File: config.mk
export PLATFORM = sky130hd
export DESIGN_NAME = instruction_fetch_unit
export DESIGN_NICKNAME = d
export VERILOG_FILES = /design/src/rtl/instruction_fetch_unit.sv
export SDC_FILE = /design/constraint.sdc
export NUM_CORES = 1
export LEC_CHECK = 0
export ABC_AREA = 1
export ABC_CLOCK_PERIOD_IN_PS = 1800
export BUFFER_PORTS_ARGS = -buffer_cell sky130_fd_sc_hd__buf_2
export CAP_MARGIN = 0
export CORE_UTILIZATION = 47
export DETAILED_ROUTE_END_ITERATION = 10
export GPL_ROUTABILITY_DRIVEN = 0
export PLACE_DENSITY = 0.86
export SYNTH_ARGS = -nofsm -noshare
export SYNTH_HDL_FRONTEND = slang
export SYNTH_SLANG_ARGS = --single-unit
File: constraint.sdc
create_clock -name clk -period 1.8 [get_ports clk]
set_input_delay 0.36 -clock clk [delete_from_list [all_inputs] [get_ports clk]]
set_output_delay 0.36 -clock clk [all_outputs]
set_load 0.02 [all_outputs]
File: src/rtl/instruction_fetch_unit.sv
// instruction_fetch_unit: fetches one byte at PC over a req/ack memory port and strobes it into the IR.
// Optional build macro FETCH_TIMEOUT_EN adds a mem_ack watchdog that raises fetch_err.
`default_nettype none

module instruction_fetch_unit #(
  parameter int ADDR_W  = 4,
  parameter int DATA_W  = 8,
  parameter int TIMEOUT = 15
) (
  input  logic              clk,
  input  logic              rst,
  input  logic              fetch_start,
  input  logic              jump_en,
  input  logic [ADDR_W-1:0] jump_addr,
  output logic              mem_req,
  output logic [ADDR_W-1:0] mem_addr,
  input  logic [DATA_W-1:0] mem_rdata,
  input  logic              mem_ack,
  output logic [DATA_W-1:0] ir_in,
  output logic              ir_load,
  output logic [ADDR_W-1:0] pc,
  output logic              busy,
  output logic              fetch_err
);

  typedef enum logic [1:0] {
    IDLE = 2'd0,
    REQ  = 2'd1,
    LOAD = 2'd2
  } state_t;

  state_t state;

`ifdef FETCH_TIMEOUT_EN
  localparam int CNT_W = $clog2(TIMEOUT + 1);
  localparam logic [CNT_W-1:0] LAST_WAIT = CNT_W'(TIMEOUT - 1);
  logic [CNT_W-1:0] wait_cnt;
`else
  assign fetch_err = 1'b0;
`endif

  always_ff @(posedge clk or negedge rst) begin
    if (!rst) begin
      state    <= IDLE;
      pc       <= '0;
      mem_addr <= '0;
      mem_req  <= 1'b0;
      ir_in    <= '0;
      ir_load  <= 1'b0;
      busy     <= 1'b0;
`ifdef FETCH_TIMEOUT_EN
      fetch_err <= 1'b0;
      wait_cnt  <= '0;
`endif
    end else begin
      ir_load <= 1'b0;
`ifdef FETCH_TIMEOUT_EN
      fetch_err <= 1'b0;
`endif
      case (state)
        IDLE: begin
          // The jump lands first so a simultaneous fetch reads the jump target.
          if (jump_en) begin
            pc       <= jump_addr;
            mem_addr <= jump_addr;
          end
          if (fetch_start) begin
            state   <= REQ;
            mem_req <= 1'b1;
            busy    <= 1'b1;
`ifdef FETCH_TIMEOUT_EN
            wait_cnt <= '0;
`endif
          end
        end
        REQ: begin
          if (mem_ack) begin
            ir_in   <= mem_rdata;
            mem_req <= 1'b0;
            ir_load <= 1'b1;
            state   <= LOAD;
          end
`ifdef FETCH_TIMEOUT_EN
          else if (wait_cnt == LAST_WAIT) begin
            mem_req   <= 1'b0;
            fetch_err <= 1'b1;
            busy      <= 1'b0;
            state     <= IDLE;
          end else begin
            wait_cnt <= wait_cnt + 1'b1;
          end
`endif
        end
        LOAD: begin
          pc       <= pc + 1'b1;
          mem_addr <= pc + 1'b1;
          busy     <= 1'b0;
          state    <= IDLE;
        end
        default: begin
          state   <= IDLE;
          mem_req <= 1'b0;
          busy    <= 1'b0;
        end
      endcase
    end
  end

endmodule

`default_nettype wire

==> Yosys cells after proc, flatten, opt, wreduce, memory -nomap -nowiden <==
Cells that the tools add are included.
{ "word_totals": {"output_inout_bits": 20, "ff_bits": 17, "input_bits": 17} }
{ "classes": {"add_sub_neg": 1, "n_eq_ne": 5, "bitwise_logic": 2, "muxes": 11, "n_reduce_logical": 7} }
{ "ops": {"columns": ["cell", "count"], "rows": [
  ["case mux 4 bit (2 select lines)", 1],
  ["AND reduction 2 bit", 4],
  ["!= test 2 bit (second input constant)", 3],
  ["adder 4 x 1 -> 4 bit (second input constant)", 1],
  ["2-to-1 mux 1 bit", 4],
  ["2-to-1 mux 2 bit", 2],
  ["2-to-1 mux 4 bit", 1],
  ["case mux 2 bit (2 select lines)", 1],
  ["case mux 1 bit (3 select lines)", 1],
  ["AND reduction 3 bit", 1],
  ["== test 2 x 1 -> 1 bit (second input constant)", 1],
  ["== test 2 bit (second input constant)", 1],
  ["logical NOT 2 bit", 1],
  ["NOT 1 bit", 2],
  ["case mux 1 bit (2 select lines)", 1],
  ["nonzero test 2 bit", 1]
]} }

==> Longest topological paths before layout <==
Gate-level depths: netlist of run 1.
{ "depth": {"word_depth": 3, "ltp_mapped": 6, "depth_no_buf": 6} }

==> Least setup slack after synthesis of run 1 <==
Ideal clock, no wire load.
{ "synth_timing": {"kind": "register to register", "startpoint": "register pc[0]", "endpoint": "register pc[2]", "path_stages_with_launch": 6, "required_time_ps": 1683, "path_buffers": 0, "arrival_time_ps": 1019, "setup_time_ps": 117, "slack_ps": 664, "path_cell_list": "dfrtp_1 -> ha_1 -> xnor2_1 -> nand2_1 -> nand2_1 -> nand2_1"} }
{ "synth_between": {"elab_chain_len": 2} }
{ "synth_rtl": {"columns": ["element", "line_no", "text"], "rows": [
  ["start, declared", "21", "output logic [ADDR_W-1:0] pc,"],
  ["start signal, assigned", "64", "pc <= jump_addr;"],
  ["start signal, assigned", "95", "pc <= pc + 1'b1;"],
  ["adder 4 x 1 -> 4 bit", "95", null],
  ["case mux 4 bit (2 select lines)", "60", "case (state)"]
]} }
Every way passes these cells.
A chain may end at the register's enable or synchronous reset.

==> Worst setup path after layout of run 1 <==
{ "layout_timing": {"startpoint": "register pc[2]", "endpoint": "output port pc[2]"} }
No word-level cell between the ends.

==> results of run 1 <==
worst paths after layout:
kind / start / end / slack [ns] / depth (start not counted)
max in group asynchronous: rst / ir_in[6]$_DFFE_PN0P_ / 1.03 / 2
setup / recovery: pc[2]$_DFFE_PN0P_ / pc[2] / 0.50 / 1
hold / removal: mem_rdata[7] / ir_in[7]$_DFFE_PN0P_ / 0.26 / 3
setup reg to reg: pc[0]$_DFFE_PN0P_ / pc[2]$_DFFE_PN0P_ / 0.70 / 5
min in group asynchronous: rst / pc[1]$_DFFE_PN0P_ / 0.51 / 2
hold reg to reg: ir_in[0]$_DFFE_PN0P_ / ir_in[0]$_DFFE_PN0P_ / 0.49 / 2
layer usage:
layer | routed length, um | share of wire | track usage
met3 | 112 | 0.077 | 0.02979
met5 | 0 | 0 | 0
met2 | 659 | 0.46 | 0.3182
met4 | 25 | 0.017 | 0.1125
met1 | 651 | 0.45 | 0.2325
cell usage after synthesis, types with 2 or more instances:
cell and number:
nand2_1 41, nand3_1 4, nor2_1 7, inv_1 5, dfrtp_1 17, inv_2 2, buf_4 5
power by group:
part	switching (W)	total, W	internal (W)
logic	0.000526	0.000810	0.000284
registers	0.000143	0.000695	0.000552
clock network	0.000118	0.000200	0.0000826
total	0.000787	0.00170	0.000918
area by class of cell:
type,count,area (um2)
repair buffers,36,185.2
flip-flops and latches,17,425.4
clock inverters,1,5.005
fillers,135,544.3
multi-input cells,62,286.5
well taps,16,20.02
clock buffers,3,22.52
inverters,8,35.03
cell families after synthesis:
kind of cell	count (synthesis)	share of synthesized area
AND/OR/NAND/NOR	55	0.2999
flip-flops	17	0.5423
buffers and inverters	13	0.09252
AO/OA/AOI/OAI	4	0.03349
XOR/XNOR	1	0.01117
adder cells (fa/ha/maj)	1	0.01595
other	1	0.004780
sequential cells by signal, summed over array words and instances (netlist names):
register	flops
ir_load	1
ir_in	8
pc	4
mem_req	1
busy	1
state	2
worst register-to-register path, delay by kind of cell, from the launching register on:
family	cells	cell delay (ns)
flops	1	0.45
fa+ha+maj	1	0.23
simple gates	3	0.17
xor+xnor	1	0.16
metrics by stage:
| step | total power (W) | cell area, um2 |
|---|---|---|
| 2_1_floorplan | 0.001289 | 784.5 |
| 3_3_place_gp | 0.001489 | 942.2 |
| 3_5_place_dp | 0.001516 | 942.2 |
| 4_1_cts | 0.001724 | 979.7 |
| 5_1_grt | 0.001846 | 979.7 |
| 6_report | 0.001705 | 979.7 |
timing repair:
action | in CTS | in global routing
setup buffers | 0 | 0
setup endpoints to repair | 0 | 0
hold endpoints to repair | 17 | 0
hold buffers | 1 | 0
==> flow_summary.json, run 1 <==
{
  "worstPathMaxFanout": 6,
  "cp_cell_sequence": "buf_2",
  "cp-start-kind": "register",
  "worstSkewPairLatency_ns": 0.29,
  "die_w_um": 42.86,
  "synth-seq-cells": 17,
  "setup_slack_ns": 0.5035,
  "drv_cap": 0,
  "antenna_found_initial": 0,
  "power.leakage_nw": 0.5710,
  "holdCritPathClass": "in -> reg",
  "die_h_um": 42.86,
  "grt_pass1_vias": 664,
  "gr-total-overflow": 0,
  "fin_setup_tns_ns": 0,
  "start_util": 0.5148,
  "cts_resized": 0,
  "port-buffer-count": 35,
  "finalSetupViolCount": 0,
  "clock_skew_ns": 0.002308,
  "endpoint_kind": "output pin",
  "cts_inserted_buffers": 3,
  "synth-seq-area-share": 0.5423,
  "cts_tree": "yes",
  "grt_pass1_wl_um": 2587,
  "hold_violations": 0,
  "core-area_mm2": 0.001524,
  "vias_per_cell": 4.853,
  "timing.final.crit_share": 0.7203,
  "critical_path_arrival_ns": 0.94,
  "fin_crit_ns": 1.297,
  "cts_buffer_depth": 2,
  "drc": 0,
  "hpwl_um": 1108,
  "layout_common_cells": "nand2_1 (41), buf_2 (35), dfrtp_1 (17), nor2_1 (7), inv_1 (5)",
  "dp_slack_ns": 0.7095,
  "post-route-util": 0.6429,
  "yosys.area.top_type": "dfrtp_1",
  "drtPass1Iterations": 4,
  "rows": 14,
  "synth-edff-count": 0,
  "area_delta_synth_final_pct": 24.88,
  "synth_nets": 110,
  "cpMaxStageDelayCell": "dfrtp_1",
  "critical_path.top_delay_family": "flip-flops",
  "grt_max_degree": 18,
  "syn_inst": 92,
  "wl_per_cell_um": 10.12,
  "final_common_cell": "nand2_1",
  "synth_area_leaders": "dfrtp_1 (54%), nand2_1 (20%), buf_4 (4.8%), nor2_1 (3.3%), nand3_1 (2.6%)",
  "grt_usage": 0.1915,
  "critPathMaxStageDelay_ns": 0.45,
  "dp.cells": 138,
  "pin_count": 37,
  "peakVddDrop_uv": 814.9,
  "vias": 694,
  "drt-total-wl_um": 1447,
  "fmax_mhz": 771.3,
  "ant_nets": 0,
  "rsz0062_at_grt": "no",
  "dieArea_mm2": 0.001837,
  "first_iter_violations": 6,
  "criticalPathCategory": "reg -> out",
  "synth_top_area_share": 0.5423,
  "cts.clk_slew.worst_paths_ns": 0.10,
  "final_nets": 146,
  "cts_sinks": 17,
  "synth-main-ff-cell": "dfrtp_1",
  "yosysWarnings": 0,
  "avgSynthCellArea_um2": 8.527,
  "synth_cell_types": 18,
  "finalMaxSlewViolations": 0,
  "path_buf_inv": 1,
  "powerDensity_mw_per_mm2": 1740,
  "htreeDepth": 1,
  "finalHoldWorstSlack_ns": 0.2624,
  "cp.required_ns": 1.44,
  "status": "finished, final reports clean",
  "synth.cell_area_um2": 784.5,
  "async_flop_share": 1.000,
  "final-instance-count-excl-fill": 143,
  "n_antenna_cell": 0,
  "drive_gt1_frac": 0.3543,
  "cts_root_buf": "clkbuf_4"
}
Power figures use the tool's default switching activity.
==> inputs of run 2 (changes only) <==
--- a/config.mk
+++ b/config.mk
@@ -6,13 +6,13 @@
 export NUM_CORES = 1
 export LEC_CHECK = 0
 export ABC_AREA = 1
-export ABC_CLOCK_PERIOD_IN_PS = 1800
+export ABC_CLOCK_PERIOD_IN_PS = 1200
 export BUFFER_PORTS_ARGS = -buffer_cell sky130_fd_sc_hd__buf_2
 export CAP_MARGIN = 0
-export CORE_UTILIZATION = 47
+export CORE_UTILIZATION = 44
 export DETAILED_ROUTE_END_ITERATION = 10
 export GPL_ROUTABILITY_DRIVEN = 0
-export PLACE_DENSITY = 0.86
+export PLACE_DENSITY = 0.81
 export SYNTH_ARGS = -nofsm -noshare
 export SYNTH_HDL_FRONTEND = slang
 export SYNTH_SLANG_ARGS = --single-unit
==> constraint.sdc (replaced) <==
create_clock -name clk -period 1.2 [get_ports clk]
set_input_delay 0.24 -clock clk [delete_from_list [all_inputs] [get_ports clk]]
set_output_delay 0.24 -clock clk [all_outputs]
set_load 0.02 [all_outputs]
==> run 2 against run 1 <==
Sequential cell count is the same. Combinational power grew 70%. Non-clock buffer count grew 3. Largest cell class unchanged. Utilization grew 0.56 points. Sequential power grew 50%. Sequential share of layout area shrank 1.7 points. Total power grew 59%.
==> flow_summary.json, run 2 (synthesized netlist as in run 1, its figures left out) <==
{
  "worstSkewPairLatency_ns": 0.29,
  "critical_path_arrival_ns": 0.94,
  "rsz0062_at_grt": "yes",
  "busiest_layer": "met2",
  "rows": 14,
  "fmax_mhz": 845.5,
  "cp.required_ns": 0.96,
  "stdcell_area_mm2": 0.001022,
  "cts.clk_slew.worst_paths_ns": 0.10,
  "final_common_cell": "nand2_1",
  "clock_skew_ns": 0.009706,
  "drtPass1Iterations": 6,
  "powerDensity_mw_per_mm2": 2655,
  "vias": 721,
  "status": "finished, final reports clean",
  "dp_slack_ns": 0.1434,
  "r2r_cells": 6,
  "p_total_w": 0.002714,
  "holdCritStartpoint": "mem_rdata[3]",
  "cts_tree": "yes",
  "reg2reg_to": "pc[2]$_DFFE_PN0P_",
  "met2_usage": 0.3324,
  "peakVddDrop_uv": 1282,
  "wl_per_cell_um": 10.55,
  "holdCritPathClass": "in -> reg",
  "endpoint_kind": "output pin",
  "gr-total-overflow": 0,
  "start_util": 0.4976,
  "area_delta_synth_final_pct": 30.30,
  "placed_area_um2": 949.7,
  "reg.largest.list": "ir_in: 8 flops, pc: 4 flops, state: 2 flops",
  "fill_cells": 139,
  "cp-start-kind": "register",
  "ant_nets": 0,
  "drt-total-wl_um": 1540,
  "largest_register": "ir_in",
  "worstPathMaxFanout": 3,
  "holdPathEnd": "ir_in[3]$_DFFE_PN0P_",
  "cts_sinks": 17,
  "htreeDepth": 1,
  "vias_per_cell": 4.938,
  "grt_pass1_wl_um": 2587,
  "final_nets": 149,
  "drc": 0,
  "final-instance-count-excl-fill": 146,
  "timing.final.crit_share": 0.9856,
  "die_w_um": 44.23,
  "pin_count": 37,
  "finalSetupViolCount": 0,
  "dp.cells": 139,
  "rrSetupSlack_ns": 0.11,
  "power.leakage_nw": 0.5902,
  "drv_cap": 0,
  "port-buffer-count": 35,
  "largest_reg_flops": 8,
  "cts_root_buf": "clkbuf_4",
  "core-area_mm2": 0.001577,
  "antenna_found_initial": 0,
  "grt_use_met3": 0.03673,
  "critical_path.reg2reg.startpoint": "pc[0]$_DFFE_PN0P_",
  "cts_inserted_buffers": 3,
  "grt_max_degree": 18,
  "fin_crit_ns": 1.183,
  "criticalPathCategory": "reg -> out",
  "n_antenna_cell": 0,
  "grt_pass1_vias": 684,
  "setup_slack_ns": 0.01731,
  "cp-startpoint": "pc[0]$_DFFE_PN0P_",
  "dieArea_mm2": 0.001956,
  "die_h_um": 44.23,
  "cts_buffer_depth": 2,
  "hpwl_um": 1129,
  "worstHoldPathCells": 3,
  "finalMaxSlewViolations": 0,
  "first_iter_violations": 12,
  "grt_usage": 0.1789,
  "met1_usage": 0.2043,
  "layout_common_cells": "nand2_1 (41), buf_2 (33), dfrtp_1 (16), nor2_1 (7), inv_1 (5)",
  "drive_gt1_frac": 0.3923,
  "hold_violations": 0
}
-- run 2: area by class of cell --
| cell class | instances | area (um2) | share of cell area |
|---|---|---|---|
| sequential | 17 | 426.7 | 0.4174 |
| multi-input combinational | 62 | 296.5 | 0.2901 |
| timing repair buffer | 39 | 216.5 | 0.2118 |
| inverter | 8 | 35.03 | 0.03427 |
| clock buffer | 3 | 22.52 | 0.02203 |
| tap | 16 | 20.02 | 0.01958 |
| clock inverter | 1 | 5.005 | 0.004896 |
-- run 2: power by group --
part           switching [W]  internal [W]
clock               0.000177      0.000124
combinational       0.000838      0.000537
sequential          0.000207      0.000831
-- run 2: worst max-delay path, cell delays in order, from the launching register on --
cell and delay (ns):
dfrtp_1 0.40, buf_6 0.12, buf_4 0.14
-- run 2: worst max path at each step --
stage / end / cells past startpoint / slack, ns
2_1_floorplan: pc[2]$_DFFE_PN0P_ / 5 / 0.06
3_3_place_gp: pc[2]$_DFFE_PN0P_ / 5 / 0.20
3_5_place_dp: pc[2]$_DFFE_PN0P_ / 5 / 0.14
4_1_cts: pc[0] / 2 / 0.0008
5_1_grt: pc[0] / 2 / -0.03
6_report: pc[0] / 2 / 0.02
-- run 2: routing by layer --
layer	share of wire	wire, um
met5	0	0
met4	0.0026	4
met3	0.062	95
met2	0.52	804
met1	0.41	636
-- run 2: repair_timing --
| item | 4_1_cts | 5_1_grt |
|---|---|---|
| buffers inserted | 2 | 0 |
| hold buffers | 1 | 0 |
| gates resized for setup | 3 | 3 |
| pin swaps | 0 | 2 |
| endpoints found under the setup margin | 2 | 5 |
| endpoints found under the hold margin | 17 | 0 |
-- run 2: per-stage QoR --
step           TNS [ns]  utilization  hold slack (ns)
5_1_grt        -0.09148       0.6484           0.1522
4_1_cts               0       0.6413           0.1426
3_5_place_dp          0       0.6024           0.1860
6_report              0       0.6484           0.1377
2_1_floorplan         0            -         -0.05559
3_3_place_gp          0       0.6024           0.1758
==> inputs of run 3 (changes only) <==
--- a/config.mk
+++ b/config.mk
@@ -5,14 +5,15 @@
 export SDC_FILE = /design/constraint.sdc
 export NUM_CORES = 1
 export LEC_CHECK = 0
-export ABC_AREA = 1
 export ABC_CLOCK_PERIOD_IN_PS = 1200
 export BUFFER_PORTS_ARGS = -buffer_cell sky130_fd_sc_hd__buf_2
 export CAP_MARGIN = 0
-export CORE_UTILIZATION = 44
+export CELL_PAD_IN_SITES_DETAIL_PLACEMENT = 1
+export CELL_PAD_IN_SITES_GLOBAL_PLACEMENT = 1
+export CORE_UTILIZATION = 33
 export DETAILED_ROUTE_END_ITERATION = 10
 export GPL_ROUTABILITY_DRIVEN = 0
-export PLACE_DENSITY = 0.81
+export PLACE_DENSITY = 0.8
 export SYNTH_ARGS = -nofsm -noshare
 export SYNTH_HDL_FRONTEND = slang
 export SYNTH_SLANG_ARGS = --single-unit
==> run 3 against run 2 <==
Via count is 8.9% lower. Non-clock buffer count is 4 higher. Clock skew is 0.0070 ns lower. First-iteration DRC count is 67% lower. Area after synthesis is 2.4% higher. Utilization is 17 points lower. Setup slack worse by 0.0080 ns. Hold slack better by 0.045 ns. Final cell count is 7.5% lower. Sequential share of layout area is 2.2 points lower. Critical endpoint unchanged. Synthesized cell count is 27% lower.
==> flow_summary.json, run 3 <==
{
  "status": "finished, final reports clean",
  "grt_usage": 0.1652,
  "grt_pass1_wl_um": 3146,
  "rows": 17,
  "cts_inserted_buffers": 3,
  "cts_tree": "yes",
  "fin_crit_ns": 1.191,
  "swShare": 0.4033,
  "cts_root_buf": "clkbuf_4",
  "drive_gt1_frac": 0.5607,
  "timing.final.crit_share": 0.9923,
  "peakVddDrop_uv": 1311,
  "n_antenna_cell": 0,
  "wl_per_cell_um": 13.34,
  "synth-seq-cells": 17,
  "synth-main-ff-cell": "dfrtp_1",
  "reg2reg_to": "ir_in[2]$_DFFE_PN0P_",
  "layout_common_cells": "buf_2 (33), dfrtp_1 (15), mux2_4 (8), a21oi_1 (5), buf_4 (5)",
  "fmax_mhz": 839.8,
  "drt-met1-wl_um": 762,
  "drv_cap": 0,
  "ant_nets": 0,
  "power.leakage_nw": 0.5488,
  "pin_count": 37,
  "cp.required_ns": 0.96,
  "intPower_w": 0.001618,
  "drtPass1Iterations": 3,
  "die_w_um": 51.34,
  "rsz0062_at_grt": "yes",
  "grt_pass1_vias": 715,
  "p_sw_w": 0.001093,
  "seqPwrFrac": 0.375,
  "holdPathEnd": "ir_in[5]$_DFFE_PN0P_",
  "yosys.area.top_type": "dfrtp_1",
  "p_total_w": 0.002711,
  "top_layer": "met3",
  "yosysMostFrequentCell": "dfrtp_1",
  "gr-total-overflow": 0,
  "criticalPathCategory": "reg -> out",
  "start_util": 0.3563,
  "vias": 657,
  "cts_buffer_depth": 2,
  "synth.cell_area_um2": 803.3,
  "dieArea_mm2": 0.002635,
  "powerDensity_mw_per_mm2": 2505,
  "cpMaxStageDelayCell": "dfrtp_1",
  "synth-edff-count": 0,
  "cp_cell_sequence": "buf_6 > buf_6",
  "synth_cell_types": 25,
  "largest_reg_flops": 8,
  "pwr-share-comb": 0.516,
  "yosys-top-cells-count": "dfrtp_1 (17), mux2_4 (8), buf_4 (6), a21oi_1 (5)",
  "area_delta_synth_final_pct": 34.74,
  "reg.largest.list": "ir_in: 8 flops, pc: 4 flops, state: 2 flops",
  "met2_length_um": 907,
  "antenna_found_initial": 0,
  "critical_path_arrival_ns": 0.95,
  "cts_sinks": 17,
  "hpwl_um": 1304,
  "rrSetupSlack_ns": 0.02,
  "synth_area_leaders": "dfrtp_1 (53%), mux2_4 (15%), buf_4 (5.6%), a21oi_1 (3.1%), o21ai_0 (1.9%)",
  "finalSetupViolCount": 0,
  "cts.clk_slew.worst_paths_ns": 0.09,
  "hold_violations": 0,
  "largest_register": "ir_in",
  "holdCritPathClass": "in -> reg",
  "async_flop_share": 1.000,
  "port-buffer-count": 35,
  "setup_slack_ns": 0.009292,
  "final_nets": 126,
  "avgSynthCellArea_um2": 11.99,
  "vias_per_cell": 4.867,
  "synth-seq-area-share": 0.5296,
  "cp-start-kind": "register",
  "synth_nets": 85,
  "grt_max_degree": 18,
  "dp_slack_ns": -0.006005,
  "critPathMaxStageDelay_ns": 0.41,
  "drc": 0,
  "drt-total-wl_um": 1801,
  "die_h_um": 51.34,
  "p_clk_frac": 0.109,
  "final_common_cell": "buf_2",
  "wl_met3_um": 132,
  "clock_skew_ns": 0.002723,
  "syn_inst": 67,
  "worstHoldPathCells": 2,
  "yosysWarnings": 0,
  "worstSkewPairLatency_ns": 0.28,
  "critical_path.reg2reg.startpoint": "state[1]$_DFFE_PN0P_",
  "htreeDepth": 1,
  "crit_top_cell": "buf_6",
  "r2r_cells": 3,
  "synth_top_area_share": 0.5296,
  "worstPathMaxFanout": 3,
  "first_iter_violations": 4,
  "core-area_mm2": 0.002255,
  "holdCritStartpoint": "mem_rdata[5]",
  "endpoint_kind": "output pin",
  "finalMaxSlewViolations": 0
}
-- run 3: cell count changes after synthesis, moves of 2 or more --
cell and change:
nand2_1 -38, nor2_1 -4, o21ai_0 +2, nand3_1 -3
and3_1 +2, a21oi_1 +5, nor2b_1 +2, mux2_4 +8
inv_1 -2
-- run 3: how the worst max path moves through the flow --
stage | start | end | slack (ns) | depth (start not counted)
after floorplan | state[0]$_DFFE_PN0P_ | ir_in[0]$_DFFE_PN0P_ | 0.03 | 4
after global placement | state[0]$_DFFE_PN0P_ | ir_in[1]$_DFFE_PN0P_ | 0.02 | 2
after detailed placement | state[0]$_DFFE_PN0P_ | ir_in[2]$_DFFE_PN0P_ | -0.006 | 2
after CTS | pc[0]$_DFFE_PN0P_ | pc[0] | -0.007 | 2
after global routing | pc[0]$_DFFE_PN0P_ | pc[0] | -0.05 | 2
final | pc[0]$_DFFE_PN0P_ | pc[0] | 0.009 | 2
-- run 3: area by class of cell --
class	count	area, um2
Fill cell	269	1172
Sequential cell	17	427.9
Multi-Input combinational cell	39	320.3
Timing Repair Buffer	43	257.7
Tap cell	28	35.03
Clock buffer	4	26.28
Inverter	4	15.01
-- run 3: timing repair --
action | CTS | global route
cloned | 1 | 0
hold endpoints to repair | 17 | 0
pin swaps | 1 | 1
gates resized for setup | 6 | 5
hold buffers | 1 | 0
setup endpoints to repair | 11 | 16
setup buffers | 1 | 0
-- run 3: power groups by stage --
stage          sequential [W]  combinational, W  clock (W)
2_1_floorplan         0.00129          0.000645          0
3_3_place_gp          0.00101           0.00127          0
3_5_place_dp          0.00100           0.00132          0
4_1_cts               0.00101           0.00140   0.000315
5_1_grt               0.00106           0.00152   0.000353
6_report              0.00102           0.00140   0.000295
-- run 3: logic make-up after synthesis --
family / count (synthesis) / synth area share
DFF: 17 / 0.5296
AOI/OAI and AO/OA: 15 / 0.1168
buffers and inverters: 12 / 0.09500
other: 1 / 0.004668
adders and majority gates: 1 / 0.01557
and+or+nand+nor: 13 / 0.08877
muxes: 8 / 0.1495
-- run 3: routing by layer --
layer  up-vias  track usage
met5         -            0
met3         0      0.03274
li1        308            -
met2        31       0.2917
met1       318       0.1940
met4         0      0.06757
-- run 3: per-stage QoR --
| stage | area, um2 | util | hold WS, ns | setup TNS (ns) | instances |
|---|---|---|---|---|---|
| after floorplan | 803.3 | - | -0.05559 | 0 | 67 |
| after global routing | 1082 | 0.4800 | 0.1563 | -0.1993 | 135 |
| after CTS | 1070 | 0.4745 | 0.1704 | -0.01210 | 135 |
| final | 1082 | 0.4800 | 0.1829 | 0 | 135 |
| after global placement | 997.2 | 0.4423 | 0.1776 | 0 | 128 |
| after detailed placement | 997.2 | 0.4423 | 0.1831 | -0.008770 | 128 |
-- run 3: worst max-delay path, delay by kind of cell (launching register included) --
| family | cells | cell delay (ns) |
|---|---|---|
| flip-flops | 1 | 0.41 |
| buffers and inverters | 2 | 0.25 |
